`src/rtl/timer_prescaler_if.sv`:
```
// Control, event-pin and tick bundle between timer_prescaler and its neighbours.
// master drives configuration and the external pin; slave is the prescaler.
interface timer_prescaler_if #(
  parameter int unsigned CNT_W = 16
) ();
  logic             en;
  logic             gate;
  logic             cfg_load;
  logic             src_sel;
  logic [1:0]       edge_sel;
  logic [3:0]       div_sel;
  logic             ext_in;
  logic             tick;
  logic             ext_edge;
  logic [CNT_W-1:0] prescale_cnt;

  modport master (
    output en, gate, cfg_load, src_sel, edge_sel, div_sel, ext_in,
    input  tick, ext_edge, prescale_cnt
  );

  modport slave (
    input  en, gate, cfg_load, src_sel, edge_sel, div_sel, ext_in,
    output tick, ext_edge, prescale_cnt
  );
endinterface

```
`src/rtl/timer_prescaler.sv`:
```
// Event source select, external-pin synchronizer/edge detector and 2^div prescaler feeding the counter core.
// Optional macro PRESCALER_GLITCH_FILTER_EN inserts a 3-clock stability filter after the synchronizer.
module timer_prescaler #(
  parameter int unsigned CNT_W       = 16,
  parameter int unsigned SYNC_STAGES = 2
) (
  input logic              clk,
  input logic              rst,
  timer_prescaler_if.slave bus
);

  localparam int unsigned DIV_W = 4;
`ifdef PRESCALER_GLITCH_FILTER_EN
  localparam int unsigned ARM_CYC = SYNC_STAGES + 3;
`else
  localparam int unsigned ARM_CYC = SYNC_STAGES + 1;
`endif
  localparam int unsigned ARM_W = $clog2(ARM_CYC + 1);

  logic [SYNC_STAGES-1:0] r_sync;
  logic                   r_prev;
  logic                   r_armed;
  logic [ARM_W-1:0]       r_arm_cnt;
  logic                   r_ext_edge;
  logic                   r_src;
  logic [1:0]             r_edge;
  logic [DIV_W-1:0]       r_div;
  logic [CNT_W-1:0]       r_cnt;
  logic                   r_tick;

  logic                   w_sync_lvl;
  logic                   w_lvl;
  logic                   w_rise;
  logic                   w_fall;
  logic                   w_qual;
  logic                   w_ext_evt;
  logic                   w_event;
  logic [DIV_W-1:0]       w_div_c;
  logic [CNT_W-1:0]       w_mask;
  logic                   w_term;

  assign w_sync_lvl = r_sync[SYNC_STAGES-1];

`ifdef PRESCALER_GLITCH_FILTER_EN
  logic [1:0] r_hist;
  logic       r_filt;

  // Level passes only once the last three synchronized samples agree.
  assign w_lvl = ((w_sync_lvl == r_hist[0]) && (r_hist[0] == r_hist[1])) ? w_sync_lvl : r_filt;

  always_ff @(posedge clk) begin
    if (rst) begin
      r_hist <= 2'b00;
      r_filt <= 1'b0;
    end else begin
      r_hist <= {r_hist[0], w_sync_lvl};
      r_filt <= w_lvl;
    end
  end
`else
  assign w_lvl = w_sync_lvl;
`endif

  assign w_rise = w_lvl & ~r_prev;
  assign w_fall = ~w_lvl & r_prev;

  always_comb begin
    w_qual = 1'b0;
    case (r_edge)
      2'b00:   w_qual = w_rise;
      2'b01:   w_qual = w_fall;
      2'b10:   w_qual = w_rise | w_fall;
      default: w_qual = 1'b0;
    endcase
  end

  assign w_ext_evt = w_qual & r_armed;
  assign w_event   = r_src ? w_ext_evt : 1'b1;

  always_comb begin
    w_div_c = r_div;
    if (32'(r_div) > CNT_W - 1) w_div_c = DIV_W'(CNT_W - 1);
  end

  assign w_mask = ~({CNT_W{1'b1}} << w_div_c);
  assign w_term = (r_cnt == w_mask);

  // Synchronizer, edge history and arming; untouched by en/gate/cfg_load.
  always_ff @(posedge clk) begin
    if (rst) begin
      r_sync     <= '0;
      r_prev     <= 1'b0;
      r_armed    <= 1'b0;
      r_arm_cnt  <= '0;
      r_ext_edge <= 1'b0;
    end else begin
      r_sync     <= {r_sync[SYNC_STAGES-2:0], bus.ext_in};
      r_prev     <= w_lvl;
      r_ext_edge <= w_ext_evt;
      if (!r_armed) begin
        if (r_arm_cnt == ARM_W'(ARM_CYC - 1)) r_armed <= 1'b1;
        else                                   r_arm_cnt <= r_arm_cnt + ARM_W'(1);
      end
    end
  end

  // Shadow config and prescale counter; cfg_load beats a same-cycle event.
  always_ff @(posedge clk) begin
    if (rst) begin
      r_src  <= 1'b0;
      r_edge <= 2'b00;
      r_div  <= '0;
      r_cnt  <= '0;
      r_tick <= 1'b0;
    end else if (bus.cfg_load) begin
      r_src  <= bus.src_sel;
      r_edge <= bus.edge_sel;
      r_div  <= bus.div_sel;
      r_cnt  <= '0;
      r_tick <= 1'b0;
    end else if (!bus.en) begin
      r_cnt  <= '0;
      r_tick <= 1'b0;
    end else if (bus.gate && w_event) begin
      if (w_term) begin
        r_cnt  <= '0;
        r_tick <= 1'b1;
      end else begin
        r_cnt  <= r_cnt + CNT_W'(1);
        r_tick <= 1'b0;
      end
    end else begin
      r_tick <= 1'b0;
    end
  end

  assign bus.tick         = r_tick;
  assign bus.ext_edge     = r_ext_edge;
  assign bus.prescale_cnt = r_cnt;

endmodule
```
`src/flat_wrapper.sv`:
```
// flat-port wrapper written by rule: the top's interface ports become plain ports
module timer_prescaler_flat 
#(
  parameter int unsigned CNT_W       = 16,
  parameter int unsigned SYNC_STAGES = 2
)
  (clk, rst, bus_en, bus_gate, bus_cfg_load, bus_src_sel, bus_edge_sel, bus_div_sel, bus_ext_in, bus_tick, bus_ext_edge, bus_prescale_cnt);
  timer_prescaler_if #(.CNT_W(CNT_W)) bus_i ();
  input logic clk;
  input logic rst;
  input wire logic [$bits(bus_i.en)-1:0] bus_en;
  input wire logic [$bits(bus_i.gate)-1:0] bus_gate;
  input wire logic [$bits(bus_i.cfg_load)-1:0] bus_cfg_load;
  input wire logic [$bits(bus_i.src_sel)-1:0] bus_src_sel;
  input wire logic [$bits(bus_i.edge_sel)-1:0] bus_edge_sel;
  input wire logic [$bits(bus_i.div_sel)-1:0] bus_div_sel;
  input wire logic [$bits(bus_i.ext_in)-1:0] bus_ext_in;
  output wire logic [$bits(bus_i.tick)-1:0] bus_tick;
  output wire logic [$bits(bus_i.ext_edge)-1:0] bus_ext_edge;
  output wire logic [$bits(bus_i.prescale_cnt)-1:0] bus_prescale_cnt;
  assign bus_i.en = bus_en;
  assign bus_i.gate = bus_gate;
  assign bus_i.cfg_load = bus_cfg_load;
  assign bus_i.src_sel = bus_src_sel;
  assign bus_i.edge_sel = bus_edge_sel;
  assign bus_i.div_sel = bus_div_sel;
  assign bus_i.ext_in = bus_ext_in;
  assign bus_tick = bus_i.tick;
  assign bus_ext_edge = bus_i.ext_edge;
  assign bus_prescale_cnt = bus_i.prescale_cnt;
  timer_prescaler #(.CNT_W(CNT_W), .SYNC_STAGES(SYNC_STAGES)) u_core (.clk(clk), .rst(rst), .bus(bus_i));
endmodule
```
`config.mk`:
```
export PLATFORM = sky130hd
export DESIGN_NAME = timer_prescaler_flat
export DESIGN_NICKNAME = d
export VERILOG_FILES = /design/src/rtl/timer_prescaler_if.sv /design/src/rtl/timer_prescaler.sv /design/src/flat_wrapper.sv
export SDC_FILE = /design/constraint.sdc
export NUM_CORES = 1
export LEC_CHECK = 0
export ABC_AREA = 1
export CAP_MARGIN = 10
export CELL_PAD_IN_SITES_DETAIL_PLACEMENT = 1
export CELL_PAD_IN_SITES_GLOBAL_PLACEMENT = 1
export CORE_AREA = 2 2 75 77
export DETAILED_ROUTE_END_ITERATION = 7
export DIE_AREA = 0 0 77 79
export PLACE_DENSITY = 0.74
export SLEW_MARGIN = 20
export SYNTH_ARGS = -nofsm -noshare
export SYNTH_HDL_FRONTEND = slang
export SYNTH_SLANG_ARGS = --single-unit
```
`constraint.sdc`:
```
create_clock -name clk -period 1.9 [get_ports clk]
set_input_delay 0.285 -clock clk [delete_from_list [all_inputs] [get_ports clk]]
set_output_delay 0.285 -clock clk [all_outputs]
set_load 0.05 [all_outputs]
```
==> Implementation_results.wiki, run 1 <==
{| class="wikitable"
! Metric !! Value
|-
| Flip-flop and latch count after synthesis || 31
|-
| CTS tree || yes
|-
| Leading post-synthesis cells by instance count || 74 x sky130_fd_sc_hd__nand2_1, 51 x sky130_fd_sc_hd__nor2_1, 40 x sky130_fd_sc_hd__inv_1, 31 x sky130_fd_sc_hd__dfxtp_1, 17 x sky130_fd_sc_hd__nand3_1
|-
| Arrival @ worst endpoint || 1.56 ns
|-
| Worst rel slew slack || 0.667
|-
| Critical path, cell by cell || clkdlybuf4s50_1
|-
| Mux share of post-synthesis cell area || 0
|-
| Clk sinks || 31
|-
| Largest family of logic cells by synthesized area || simple AND/OR/NAND/NOR gates
|-
| Filler instances || 730
|-
| Horizontal die dimension || 77 um
|-
| Total Nets Final || 344
|-
| Slew at the pin closest to its max-slew limit || around 0.50 ns
|-
| Count of endpoints failing hold in the final timing report || 0
|-
| H-tree depth || 2
|-
| Compound-Gate Fraction of Synth Area || 0.0839
|-
| Post-synthesis share of cell area spent on and, or, nand and nor gates || 0.392
|-
| Ratio of final minimum period to clock period || 0.970
|-
| Crit Reg-Reg Startpoint || u_core.r_prev$_SDFF_PP0_
|-
| Slowest-stage cell, CP || sky130_fd_sc_hd__clkdlybuf4s50_1
|-
| Highest cell delay on the worst timing path || 0.84 ns
|-
| Area leader, netlist || sky130_fd_sc_hd__dfxtp_1
|-
| Net count after synthesis || 300
|-
| Post-route core utilization || 0.451
|-
| Avg WL per Cell || 13.5 um
|-
| Main area contributors after synthesis || sky130_fd_sc_hd__dfxtp_1 34%, sky130_fd_sc_hd__nand2_1 15%, sky130_fd_sc_hd__nor2_1 11%
|-
| Die area || 6080 um2
|-
| Cell depth of the worst setup path || 1
|-
| Type of the worst min-delay path || reg2reg
|-
| Run status || completed
|-
| Cell Count Post-Placement || 390
|-
| Area added between synthesis and finish || 33.4%
|-
| HPWL Detailed || between 4000 and 5000 um
|-
| CP Launch Type || flip-flop
|-
| EDFF count, synth || 0
|-
| Global-route total usage across every layer || 0.184
|-
| Count leader, synth || sky130_fd_sc_hd__nand2_1
|-
| Post-synth top area share || 0.344
|-
| Clock root buffer || sky130_fd_sc_hd__clkbuf_8
|-
| Final Max Tran Viols || 0
|-
| Area of the core || 5340 um2
|-
| Beginning of the worst hold path || u_core.r_sync[0]$_SDFF_PP0_
|-
| Cell Pwr Density || 705 nW/um2
|-
| Largest fanout on the critical path || 5
|-
| Initial detailed-routing violation count || 85
|-
| Total of endpoints with negative setup slack in the final report || 0
|-
| Count of input and output buffers || 30
|-
| Worst clock skew || 0.00368 ns
|-
| Dominant synthesized flop cell || sky130_fd_sc_hd__dfxtp_1
|-
| Cell depth of the worst flop-to-flop path || 10
|-
| Placer's final routability congestion estimate || between 0.7 and 0.8
|-
| Clock slew at reported path FFs || 0.07 ns
|-
| Worst supply voltage drop on vdd || 0.000437 V
|-
| Global-route wire length before repair || 8910 um
|-
| Post-Syn Area per Cell || 6.38 um2
|-
| Fraction of registers with async set/reset || 0
|-
| Remaining antenna violation count || 0
|-
| Clock latency reported for the late side of the worst-skew pair || 0.29 ns
|-
| Maximum frequency from static timing analysis || ~0.54 GHz
|-
| Setup TNS Final || 0 ns
|-
| Data required, critical path || 1.62 ns
|-
| Critical path startpoint || u_core.bus.prescale_cnt[3]$_SDFFE_PP0P_
|-
| Inserted Clock Buffers || 5
|-
| Post-Syn Instances || 283
|-
| Number of standard cells in the final layout excluding fillers || 400
|-
| Share of the yosys chip area belonging to registers || 0.344
|-
| Starting utilization of the core area || 0.338
|-
| Time the worst path needs with I/O delays and setup || 1.84 ns
|-
| Fraction of layout cells with a size suffix above 1 || 0.155
|-
| Number of antenna repair diodes || 0
|-
| Clock Path Buffers || 2
|-
| Static Leakage || 1.07 nW
|-
| Number of antenna violations at the first check in global routing || 0
|-
| Adder-cell area share of the yosys netlist || 0.0277
|-
| Dominant delay contributor by cell family on the critical path || buffers and inverters
|-
| Vias in the first global route || roughly 1,800
|-
| Vias per inst || 4.62
|-
| Crit end category || primary output
|-
| Worst hold path stage count || 2
|-
| Std cell rows || 27
|-
| Routed via count || 1,848
|-
| Critical path class || reg2out
|-
| Max-cap check violation count || 0
|-
| Fraction of synthesized cell area in xor and xnor cells || 0.0388
|-
| Detailed-route DRC error count || 0
|-
| Final wirelength || 5380 um
|-
| # IOs || 31
|-
| Maximum number of pins on one net before global-route repair || 16
|-
| Warning count from the yosys run || 0
|-
| Hold Slack || 0.409 ns
|-
| Remaining global-route overflow || 0
|-
| Netlist Area Pre-Place || ~1800 um2
|-
| Number of search-and-repair iterations in the first detailed-routing pass || 4
|-
| Number of unique standard cell types used by synthesis || 27
|-
| Floorplan die height || 79 um
|-
| Critical path buffer and inverter count || 1
|}
## per-layer routing
layer	wire [um]	global-route usage
met5	0	0
met4	60	0.0536
met3	145	0.0318
met2	2550	0.317
met1	2630	0.238
## report_power, final
part           internal [mW]  switching (mW)  leakage [nW]  total, mW
sequential             0.690          0.0302         0.254      0.720
combinational          0.118           0.166         0.754      0.284
clock                  0.424           0.269        0.0612      0.694
## per-stage QoR
stage / instance area, um2 / power, mW / setup slack (ns)
floorplan: 1810 / 0.903 / 0.0565
global placement: 2210 / 0.984 / 0.130
detailed placement: 2210 / 0.994 / -0.00766
CTS: 2330 / 1.70 / 0.0331
global route: 2410 / 1.81 / -0.00571
finish: 2410 / 1.70 / 0.0572
## state kept, by name, summed over array words and instances (netlist names)
signal / count
u_core.r_div: 4
u_core.r_prev: 1
u_core.bus.prescale_cnt: 16
u_core.r_src: 1
u_core.r_edge: 2
u_core.r_armed: 1
u_core.bus.ext_edge: 1
u_core.r_sync: 2
u_core.bus.tick: 1
u_core.r_arm_cnt: 2
## layout by cell type, fill, tap and decap left out
cell type,n
sky130_fd_sc_hd__nand2_4,1
sky130_fd_sc_hd__dfxtp_2,3
sky130_fd_sc_hd__ha_1,4
sky130_fd_sc_hd__nand2_2,2
sky130_fd_sc_hd__inv_1,40
sky130_fd_sc_hd__dlymetal6s2s_1,2
sky130_fd_sc_hd__nand3_1,17
sky130_fd_sc_hd__xnor2_1,1
sky130_fd_sc_hd__nand2_8,1
sky130_fd_sc_hd__xor2_1,7
sky130_fd_sc_hd__a21boi_4,1
sky130_fd_sc_hd__clkinv_2,2
sky130_fd_sc_hd__a21boi_0,1
sky130_fd_sc_hd__nor2_2,13
sky130_fd_sc_hd__o21a_1,1
sky130_fd_sc_hd__a31o_2,1
sky130_fd_sc_hd__dfxtp_1,28
sky130_fd_sc_hd__nand4_1,5
sky130_fd_sc_hd__nand3_4,1
sky130_fd_sc_hd__bufinv_16,1
sky130_fd_sc_hd__o21ai_1,3
sky130_fd_sc_hd__nor2_1,48
sky130_fd_sc_hd__nor3_1,4
sky130_fd_sc_hd__clkdlybuf4s50_1,23
sky130_fd_sc_hd__clkbuf_8,6
sky130_fd_sc_hd__buf_4,14
sky130_fd_sc_hd__nand2_1,72
sky130_fd_sc_hd__inv_2,1
sky130_fd_sc_hd__buf_6,3
sky130_fd_sc_hd__a21oi_1,8
sky130_fd_sc_hd__nor2_4,1
sky130_fd_sc_hd__o21ai_0,13
## path summary, 6_finish.rpt
kind / to / slack (ns)
setup / recovery: bus_prescale_cnt[3] / 0.06
hold / removal: u_core.r_sync[1]$_SDFF_PP0_ / 0.41
setup reg to reg: u_core.bus.prescale_cnt[2]$_SDFFE_PP0P_ / 0.13
hold reg to reg: u_core.r_sync[1]$_SDFF_PP0_ / 0.41
## layout make-up
class / instances / area [um2] / share of cell area
clock buffers: 6 / 82.6 / 0.0343
repair buffers: 42 / 394 / 0.164
clock inverters: 2 / 35.0 / 0.0145
well taps: 72 / 90.1 / 0.0374
flip-flops and latches: 31 / 624 / 0.259
inverters: 42 / 159 / 0.0660
multi-input cells: 205 / 1020 / 0.425
## tightest hold or removal path, cell delays in order (launching register included)
cell                      delay [ns]
sky130_fd_sc_hd__dfxtp_1        0.30
sky130_fd_sc_hd__inv_1          0.04
sky130_fd_sc_hd__nor2_1         0.03
## kinds of logic after synthesis
| logic type | Yosys count |
|---|---|
| adder cells (fa/ha/maj) | 4 |
| buffers and inverters | 47 |
| AO/OA/AOI/OAI | 28 |
| AND/OR/NAND/NOR | 165 |
| XOR/XNOR | 8 |
| flip-flops | 31 |
## what timing repair did
action,in CTS,in global routing
hold buffers,0,0
setup buffers,0,1
pin swaps,0,5
endpoints found under the setup margin,3,19
gates resized for setup,1,23
cloned,0,1
No activity file was read; power rests on OpenSTA's default activity.
==> run 2, diff against run 1 <==
--- a/config.mk
+++ b/config.mk
@@ -12,8 +12,9 @@
 export CORE_AREA = 2 2 75 77
 export DETAILED_ROUTE_END_ITERATION = 7
 export DIE_AREA = 0 0 77 79
-export PLACE_DENSITY = 0.74
-export SLEW_MARGIN = 20
+export DONT_BUFFER_PORTS = 1
+export PLACE_DENSITY = 0.63
+export SLEW_MARGIN = 10
 export SYNTH_ARGS = -nofsm -noshare
 export SYNTH_HDL_FRONTEND = slang
 export SYNTH_SLANG_ARGS = --single-unit
==> Implementation_results.wiki, run 2 (same netlist as run 1, synthesis figures left out) <==
{| class="wikitable"
! Metric !! Value
|-
| Hold_buf cts || 0
|-
| Final wirelength || slightly above 5000 um
|-
| Vias in the first global route || 1,855
|-
| RSZ-0062 raised after global routing || no
|-
| Clock root buffer || sky130_fd_sc_hd__clkbuf_8
|-
| Critical path startpoint || u_core.r_div[3]$_SDFFE_PP0P_
|-
| Time the worst path needs with I/O delays and setup || 1.74 ns
|-
| Maximum number of pins on one net before global-route repair || 16
|-
| Flip-flop count of the largest register after layout || 16
|-
| Worst clock skew || between 0.008 and 0.009 ns
|-
| Worst rel slew slack || 0.678
|-
| # IOs || 31
|-
| Hold Slack || 0.0596 ns
|-
| Number of standard cells in the final layout excluding fillers || around 380
|-
| Cts repair resizes || 0
|-
| Slew at the pin closest to its max-slew limit || 0.482 ns
|-
| Placer's final routability congestion estimate || 0.799
|-
| Global-route total usage across every layer || 0.183
|-
| Relative contribution of combinational cells to total power || 0.146
|-
| Detailed-route DRC error count || 0
|-
| Worst hold path stage count || 1
|-
| Part of the power in registers || 0.439
|-
| Cell repeated most along the worst path || sky130_fd_sc_hd__nand2_1
|-
| Max-cap check violation count || 0
|-
| HPWL Detailed || 4050 um
|-
| Routed via count || 1,802
|-
| Floorplan die height || 79 um
|-
| Clock Path Buffers || 2
|-
| DP Worst Slack || 0.0484 ns
|-
| Crit Reg-Reg Startpoint || u_core.r_div[3]$_SDFFE_PP0P_
|-
| Cell Pwr Density || 749 nW/um2
|-
| Crit end category || flip-flop
|-
| Horizontal die dimension || approximately 77 um
|-
| Cell Count Post-Placement || 374
|-
| Arrival @ worst endpoint || 1.93 ns
|-
| Count of input and output buffers || 0
|-
| End of the worst hold path || u_core.r_sync[1]$_SDFF_PP0_
|-
| Area added between synthesis and finish || 21.8%
|-
| Cell depth of the worst flop-to-flop path || 12
|-
| Worst supply voltage drop on vdd || around 0.00040 V
|-
| Critical path buffer and inverter count || 3
|-
| Worst reg2reg setup slack || 0.16 ns
|-
| Inserted Clock Buffers || 5
|-
| Total of endpoints with negative setup slack in the final report || 0
|-
| Static Leakage || 0.980 nW
|-
| Clock latency reported for the late side of the worst-skew pair || 0.29 ns
|-
| Clock slew at reported path FFs || 0.07 ns
|-
| Cell depth of the worst setup path || 12
|-
| Most frequent cells in the layout || 73 x sky130_fd_sc_hd__nand2_1, 49 x sky130_fd_sc_hd__nor2_1, 40 x sky130_fd_sc_hd__inv_1
|-
| Highest cell delay on the worst timing path || roughly 0.36 ns
|-
| Most frequent standard cell in the layout excluding fill and tap cells || sky130_fd_sc_hd__nand2_1
|-
| CP Launch Type || flip-flop
|-
| CTS tree || yes
|-
| Number of antenna violations at the first check in global routing || 0
|-
| Beginning of the worst hold path || rst
|-
| # Post-CTS Setup Buffers || 0
|-
| Sw Share || 0.269
|-
| Setup TNS Final || 0 ns
|-
| Number of search-and-repair iterations in the first detailed-routing pass || 4
|-
| Data required, critical path || 2.09 ns
|-
| Endpoint of the lowest-slack register-to-register path || u_core.bus.prescale_cnt[1]$_SDFFE_PP0P_
|-
| Avg WL per Cell || 13.5 um
|-
| Final Max Tran Viols || 0
|-
| Std cell rows || 27
|-
| Initial detailed-routing violation count || 65
|-
| Clk sinks || 31
|-
| Remaining antenna violation count || 0
|-
| Largest fanout on the critical path || 6
|-
| Global-route wire length before repair || slightly below 9000 um
|-
| Die area || ~6000 um2
|-
| Maximum frequency from static timing analysis || roughly 0.57 GHz
|-
| H-tree depth || 2
|-
| Starting utilization of the core area || 0.338
|-
| Min setup slack post-route || between 0.15 and 0.2 ns
|-
| Number of antenna repair diodes || 0
|-
| Total net switching power || 0.443 mW
|-
| Type of the worst min-delay path || in2reg
|-
| Area of the core || 5340 um2
|-
| Critical path, cell by cell || buf_12, nor2_4, nand2_1, nand2_1, nand2_1, nor2_1, nand2_1, nor2_1, nand3_2, buf_4, nand2_1, inv_1
|-
| Run status || completed
|-
| Total Nets Final || 327
|-
| Internal portion of total power || 1.20 mW
|-
| Remaining global-route overflow || 0
|-
| Vias per inst || ~4.7
|-
| Clock share of power || 0.416
|-
| Critical path class || reg2reg
|-
| Count of endpoints failing hold in the final timing report || 0
|-
| Slowest-stage cell, CP || sky130_fd_sc_hd__dfxtp_2
|-
| Ratio of final minimum period to clock period || 0.918
|-
| Fraction of layout cells with a size suffix above 1 || 0.180
|-
| Dominant delay contributor by cell family on the critical path || simple AND/OR/NAND/NOR gates
|}
run 2: cell count changes in the layout (fill, tap and decap cells not counted), sizes merged:
cell	before	now
clkdlybuf4s50	23	0
buf	17	25
dlymetal6s2s	2	0
run 2: cell type report:
| type | instances | area, um2 |
|---|---|---|
| repair buffers | 25 | 204 |
| flip-flops and latches | 31 | 623 |
| multi-input cells | 205 | 1010 |
| clock buffers | 6 | 82.6 |
| clock inverters | 2 | 35.0 |
| fillers | 745 | 3140 |
| well taps | 72 | 90.1 |
| inverters | 42 | 159 |
run 2: metrics by stage:
step                instance area, um2  power [mW]  utilization
floorplan                         1810       0.903            -
global placement                  2040       0.958        0.382
detailed placement                2040       0.966        0.382
CTS                               2160        1.65        0.404
global route                      2200        1.74        0.412
finish                            2200        1.65        0.412
run 2: worst register-to-register path, stage by stage (launching register included):
cell and delay, ns:
sky130_fd_sc_hd__dfxtp_2 0.36, sky130_fd_sc_hd__buf_12 0.14, sky130_fd_sc_hd__nor2_4 0.17, sky130_fd_sc_hd__nand2_1 0.09
sky130_fd_sc_hd__nand2_1 0.08, sky130_fd_sc_hd__nand2_1 0.06, sky130_fd_sc_hd__nor2_1 0.10, sky130_fd_sc_hd__nand2_1 0.07
sky130_fd_sc_hd__nor2_1 0.15, sky130_fd_sc_hd__nand3_2 0.17, sky130_fd_sc_hd__buf_4 0.18, sky130_fd_sc_hd__nand2_1 0.06
sky130_fd_sc_hd__inv_1 0.03
run 2: routing by layer:
metal / vias up / GRT usage / part of all wire
li1: 931 / - / -
met1: 841 / 0.235 / 0.49
met2: 24 / 0.309 / 0.47
met3: 6 / 0.0386 / 0.027
met4: 0 / 0.0536 / 0.012
met5: - / 0 / 0
run 2: how the worst max path moves through the flow:
stage / to / slack [ns]
6_report: u_core.bus.prescale_cnt[1]$_SDFFE_PP0P_ / 0.16
5_1_grt: u_core.bus.prescale_cnt[1]$_SDFFE_PP0P_ / 0.02
4_1_cts: u_core.bus.prescale_cnt[3]$_SDFFE_PP0P_ / 0.03
2_1_floorplan: u_core.bus.prescale_cnt[12]$_SDFFE_PP0P_ / 0.06
3_5_place_dp: u_core.bus.prescale_cnt[3]$_SDFFE_PP0P_ / 0.05
3_3_place_gp: u_core.bus.prescale_cnt[12]$_SDFFE_PP0P_ / 0.12
run 2: power by group through the flow:
stage               sequential [mW]  clock (mW)  combinational [mW]
floorplan                     0.732           0               0.172
global placement              0.736           0               0.222
detailed placement            0.737           0               0.229
CTS                           0.722       0.700               0.230
global route                  0.728       0.733               0.279
finish                        0.723       0.685               0.240
==> RTL change 1, RTL diff (flow settings as in run 1) <==
Add a define of `PRESCALER_GLITCH_FILTER_EN`.
--- a/src/rtl/timer_prescaler.sv
+++ b/src/rtl/timer_prescaler.sv
@@ -1,5 +1,7 @@
 // Event source select, external-pin synchronizer/edge detector and 2^div prescaler feeding the counter core.
 // Optional macro PRESCALER_GLITCH_FILTER_EN inserts a 3-clock stability filter after the synchronizer.
+`define PRESCALER_GLITCH_FILTER_EN
+
 module timer_prescaler #(
   parameter int unsigned CNT_W       = 16,
   parameter int unsigned SYNC_STAGES = 2
Behaviour: not the same (a bounded check fails within 10 cycles, from zero or initial values and one cycle with rst high).
==> RTL change 1 against run 1 <==
- the flow now finishes with violations (negative setup slack)
- worst setup slack worse by 0.17 ns
- routed wire length grew 22%
- largest power group unchanged
- combinational power up 13%
- area after synthesis is 11% higher
- critical path depth is 14 higher
- critical endpoint is now u_core.bus.prescale_cnt[7]
- sequential cell count increased by 3
- cell area grew 18%
- total power down 1.7%
==> RTL change 1: results (changes against run 1) <==
- Status: complete, but fails checks
- Failing checks: negative setup slack
- Number of global-route vias before repair: 2311 (+26%)
- Post-Route WL: 6590 µm (+22%)
- Most frequent cells after synthesis: nand2_1, nor2_1, inv_1
- Arrival @ worst endpoint: 2.19 ns (+0.63 ns)
- Worst path slowest cell: dfxtp_2
- Worst Path Max Fanout: 6 (+1)
- Actual slew at the worst max-slew pin: 0.510 ns (+0.0110 ns)
- Sequential fraction of the synthesis area: 34.1% (-0.27 points)
- Syn nets: 339 (+13%)
- Critical path launch point: u_core.r_sync[1]
- Max layer used: met4
- DP Wirelength: 4990 µm (+23%)
- GRT Overall Usage: 22.7% (+4.2 points)
- Setup-failing EPs final: 17 (+17)
- Largest net degree at the start of global routing: 19 (+3)
- Crit-path max cell delay: 0.33 ns (-0.51 ns)
- Met2 wire len: 3220 µm (+26%)
- Final GP Congestion: 0.861 (+8.6%)
- Dpl ws: -0.269 ns (-0.262 ns)
- Worst-path clk slew: 0.07 ns (about the same)
- Nets: 402 (+17%)
- Top delay family on crit path: simple AND/OR/NAND/NOR gates
- First-pass GRT wire length: 10900 µm (+23%)
- Met1 WL: 3070 µm (+17%)
- Reg2reg path depth: 15 (+5)
- Peak supply drop: 0.000370 V (-15%)
- Synth cell types: 28 (+3.7%)
- Setup ws final: -0.108 ns (-0.165 ns)
- Lkg Pwr: 0.00129 µW (+20%)
- Final clock skew: 0.00563 ns (+0.00195 ns)
- Layout cell share with drive strength beyond 1: 21.5% (+6.0 points)
-- RTL change 1: cell types whose count changed in the layout (fill, tap and decap cells not counted), sizes merged, moves of 3 or more --
cell / delta
a211oi: +5
buf: +22
dfxtp: +3
inv: +4
nand2: +15
nand3: +18
nand4: +4
nor2: -12
nor3b: +3
xor2: -6
-- RTL change 1: where the power goes --
group | internal (µW) | switching, µW | total [µW] | leakage, µW
clock network | 291 | 274 | 566 | 0.0000472
registers | 748 | 33.5 | 782 | 0.000279
logic | 140 | 182 | 322 | 0.000960
-- RTL change 1: final cells by class --
class,instances,area share [%]
inverter,45,6.23
clock inverter,2,0.442
multi-input combinational,235,42.8
tap,72,3.18
sequential,34,24.3
clock buffer,6,2.91
timing repair buffer,64,20.2
-- RTL change 1: metrics by stage --
stage / std cells / area [µm²] / TNS, ns / util [%]
finish: 458 / 2830 / -0.935 / 53.1
global route: 458 / 2830 / -3.30 / 53.1
CTS: 455 / 2730 / -0.804 / 51.1
detailed placement: 445 / 2570 / -3.17 / 48.1
global placement: 445 / 2570 / -0.474 / 48.1
floorplan: 322 / 2010 / 0 / -
-- RTL change 1: per-layer routing --
metal,vias up,global-route usage (%)
met1,1091,29.5
met5,-,0
met3,8,3.07
met4,0,6.43
li1,1159,-
met2,37,39.5
-- RTL change 1: what timing repair did --
item / CTS / global route
resized for setup: 23 / 23
setup buffers: 2 / 3
pin swaps: 9 / 14
endpoints found under the setup margin: 17 / 19
-- RTL change 1: cell families after synthesis --
logic type	Yosys count	share of synthesized area (%)
DFF	34	34.1
adders and majority gates	4	2.51
xor gates and xnor gates	1	0.439
AOI/OAI and AO/OA	31	8.71
and+or+nand+nor	199	43.6
buffers and inverters	53	10.7
-- RTL change 1: worst min path at each step --
stage                                start          endpoint  slack [ns]  cells after the start
after floorplan           u_core.r_sync[0]  u_core.r_sync[1]        0.39                      2
after global placement    u_core.r_sync[0]  u_core.r_sync[1]        0.40                      2
after detailed placement  u_core.r_sync[0]  u_core.r_sync[1]        0.40                      2
after CTS                 u_core.r_sync[0]  u_core.r_sync[1]        0.42                      2
after global routing      u_core.r_sync[0]  u_core.r_sync[1]        0.43                      2
final                     u_core.r_sync[0]  u_core.r_sync[1]        0.41                      2
-- RTL change 1: worst reg2reg max path, delay by kind of cell, from the launching register on --
family	cells	cell delay, ns
AOI/OAI and AO/OA	2	0.21
adders and majority gates	1	0.19
buffers and inverters	3	0.26
DFF	1	0.33
and+or+nand+nor	9	0.90
==> RTL change 2, RTL diff (flow settings as in run 1) <==
Without the edit above. `SYNC_STAGES` is set to 2 in 2 places; all go to 4.
--- a/src/rtl/timer_prescaler.sv
+++ b/src/rtl/timer_prescaler.sv
@@ -2,7 +2,7 @@
 // Optional macro PRESCALER_GLITCH_FILTER_EN inserts a 3-clock stability filter after the synchronizer.
 module timer_prescaler #(
   parameter int unsigned CNT_W       = 16,
-  parameter int unsigned SYNC_STAGES = 2
+  parameter int unsigned SYNC_STAGES = 4
 ) (
   input logic              clk,
   input logic              rst,
--- a/src/flat_wrapper.sv
+++ b/src/flat_wrapper.sv
@@ -2,7 +2,7 @@
 module timer_prescaler_flat 
 #(
   parameter int unsigned CNT_W       = 16,
-  parameter int unsigned SYNC_STAGES = 2
+  parameter int unsigned SYNC_STAGES = 4
 )
   (clk, rst, bus_en, bus_gate, bus_cfg_load, bus_src_sel, bus_edge_sel, bus_div_sel, bus_ext_in, bus_tick, bus_ext_edge, bus_prescale_cnt);
   timer_prescaler_if #(.CNT_W(CNT_W)) bus_i ();
Behaviour: not the same (a bounded check fails within 10 cycles, from zero or initial values and one cycle with rst high).
==> RTL change 2 against run 1 <==
- total power grew 8.0%
- sequential power grew 9.2%
- cell area grew 2.4%
- sequential cell count grew 3
- worst setup slack gained 0.014 ns
- synthesized cell count grew 5.7%
- first-iteration DRC count shrank 5.9%
- clock skew grew 0.00072 ns
- sequential share of layout area grew 1.8 points
- die area is the same
- routed wire length grew 4.0%
- area after synthesis grew 4.0%
- critical path type unchanged
- largest cell class unchanged
==> RTL change 2: results (changes against run 1) <==
- Status: finished, final reports clean
- Synth Area in Adders: 3.33% (+0.56 points)
- Worst reg2reg endpoint: u_core.bus.prescale_cnt[12]
- Arrival @ worst endpoint: 1.54 ns (-0.02 ns)
- M3 GR Usage: 4.32% (+1.1 points)
- Sequential fraction of the synthesis area: 36.2% (+1.9 points)
- Worst reg-to-reg setup slack: 0.15 ns (+0.02 ns)
- P_sw: 464 µW (-0.34%)
- Inst Count DP: 402 (+3.1%)
- Met1 WL: 2730 µm (+3.9%)
- Non-filler cells, final: 410 (+2.5%)
- Post-Route WL: 5600 µm (+4.0%)
- CLK BUF: 5 (-1)
- Count of multi-input gates: 218 (+6.3%)
- Area of the multi-input gates: 1040 µm² (+2.1%)
- Layout cell share with drive strength beyond 1: 11.8% (-3.7 points)
- Number of global-route vias before repair: 1968 (+7.6%)
- Most frequent cells after synthesis: nand2_1, nor2_1, inv_1
- Signal buffers: 37 (-12%)
- Hold Path Origin: u_core.r_sync[2]
- Syn nets: 317 (+5.7%)
- Final clock skew: 0.00440 ns (+0.000719 ns)
- Clock-cell share: 5.58% (+0.69 points)
- Drt first-iter violations: 80 (-5.9%)
- Largest net degree at the start of global routing: 18 (+2)
- Met2 wire len: 2570 µm (+0.86%)
- Lkg Pwr: 0.00108 µW (+1.0%)
- Actual slew at the worst max-slew pin: 0.531 ns (+0.0325 ns)
- First-pass GRT wire length: 9540 µm (+7.0%)
- FF/Latch Area: 684 µm² (+9.6%)
- Final GP Congestion: 0.847 (+6.8%)
- Number of non-clock inverters in the layout: 41 (-2.4%)
- Nets: 355 (+3.2%)
RTL change 2: changes by cell type after synthesis, moves of 4 or more:
cell / before / now
nor2_2: 10 / 3
nand3_1: 17 / 24
xor2_1: 7 / 2
nand2_1: 74 / 80
inv_1: 40 / 36
o21ai_0: 14 / 18
inv_2: 1 / 5
nand4_1: 5 / 9
RTL change 2: cell families (layout without fill, tap and decap cells):
kind of cell / Yosys count / after routing
AO/OA/AOI/OAI: 33 / 33
XOR/XNOR: 2 / 2
adder cells (fa/ha/maj): 5 / 5
buffers and inverters: 47 / 86
flip-flops: 34 / 34
AND/OR/NAND/NOR: 178 / 178
RTL change 2: timing repair:
action / CTS / global route
setup buffers: 0 / 0
hold buffers: 0 / 0
hold endpoints to repair: 0 / 0
resized for setup: 0 / 16
endpoints found under the setup margin: 0 / 19
RTL change 2: worst max-delay path by stage:
stage,from,end,slack [ns],depth (start not counted)
floorplan,u_core.bus.prescale_cnt[3],u_core.bus.prescale_cnt[14],0.16,8
global placement,u_core.r_prev,u_core.bus.prescale_cnt[12],0.16,11
detailed placement,u_core.r_prev,u_core.bus.prescale_cnt[12],0.07,11
CTS,u_core.bus.prescale_cnt[13],bus_prescale_cnt[13],0.01,1
global route,u_core.r_div[1],u_core.bus.prescale_cnt[12],-0.05,10
finish,u_core.bus.prescale_cnt[6],bus_prescale_cnt[6],0.07,1
RTL change 2: worst min-delay path: stages, from the launching register on:
cell     delay [ns]
dfxtp_1        0.30
inv_1          0.04
nor2_1         0.03
RTL change 2: power by group through the flow:
stage | Sequential (µW) | Clock, µW | Combinational [µW]
floorplan | 791 | 0 | 151
global placement | 798 | 0 | 220
detailed placement | 799 | 0 | 229
CTS | 783 | 835 | 231
global route | 791 | 853 | 277
finish | 786 | 810 | 237
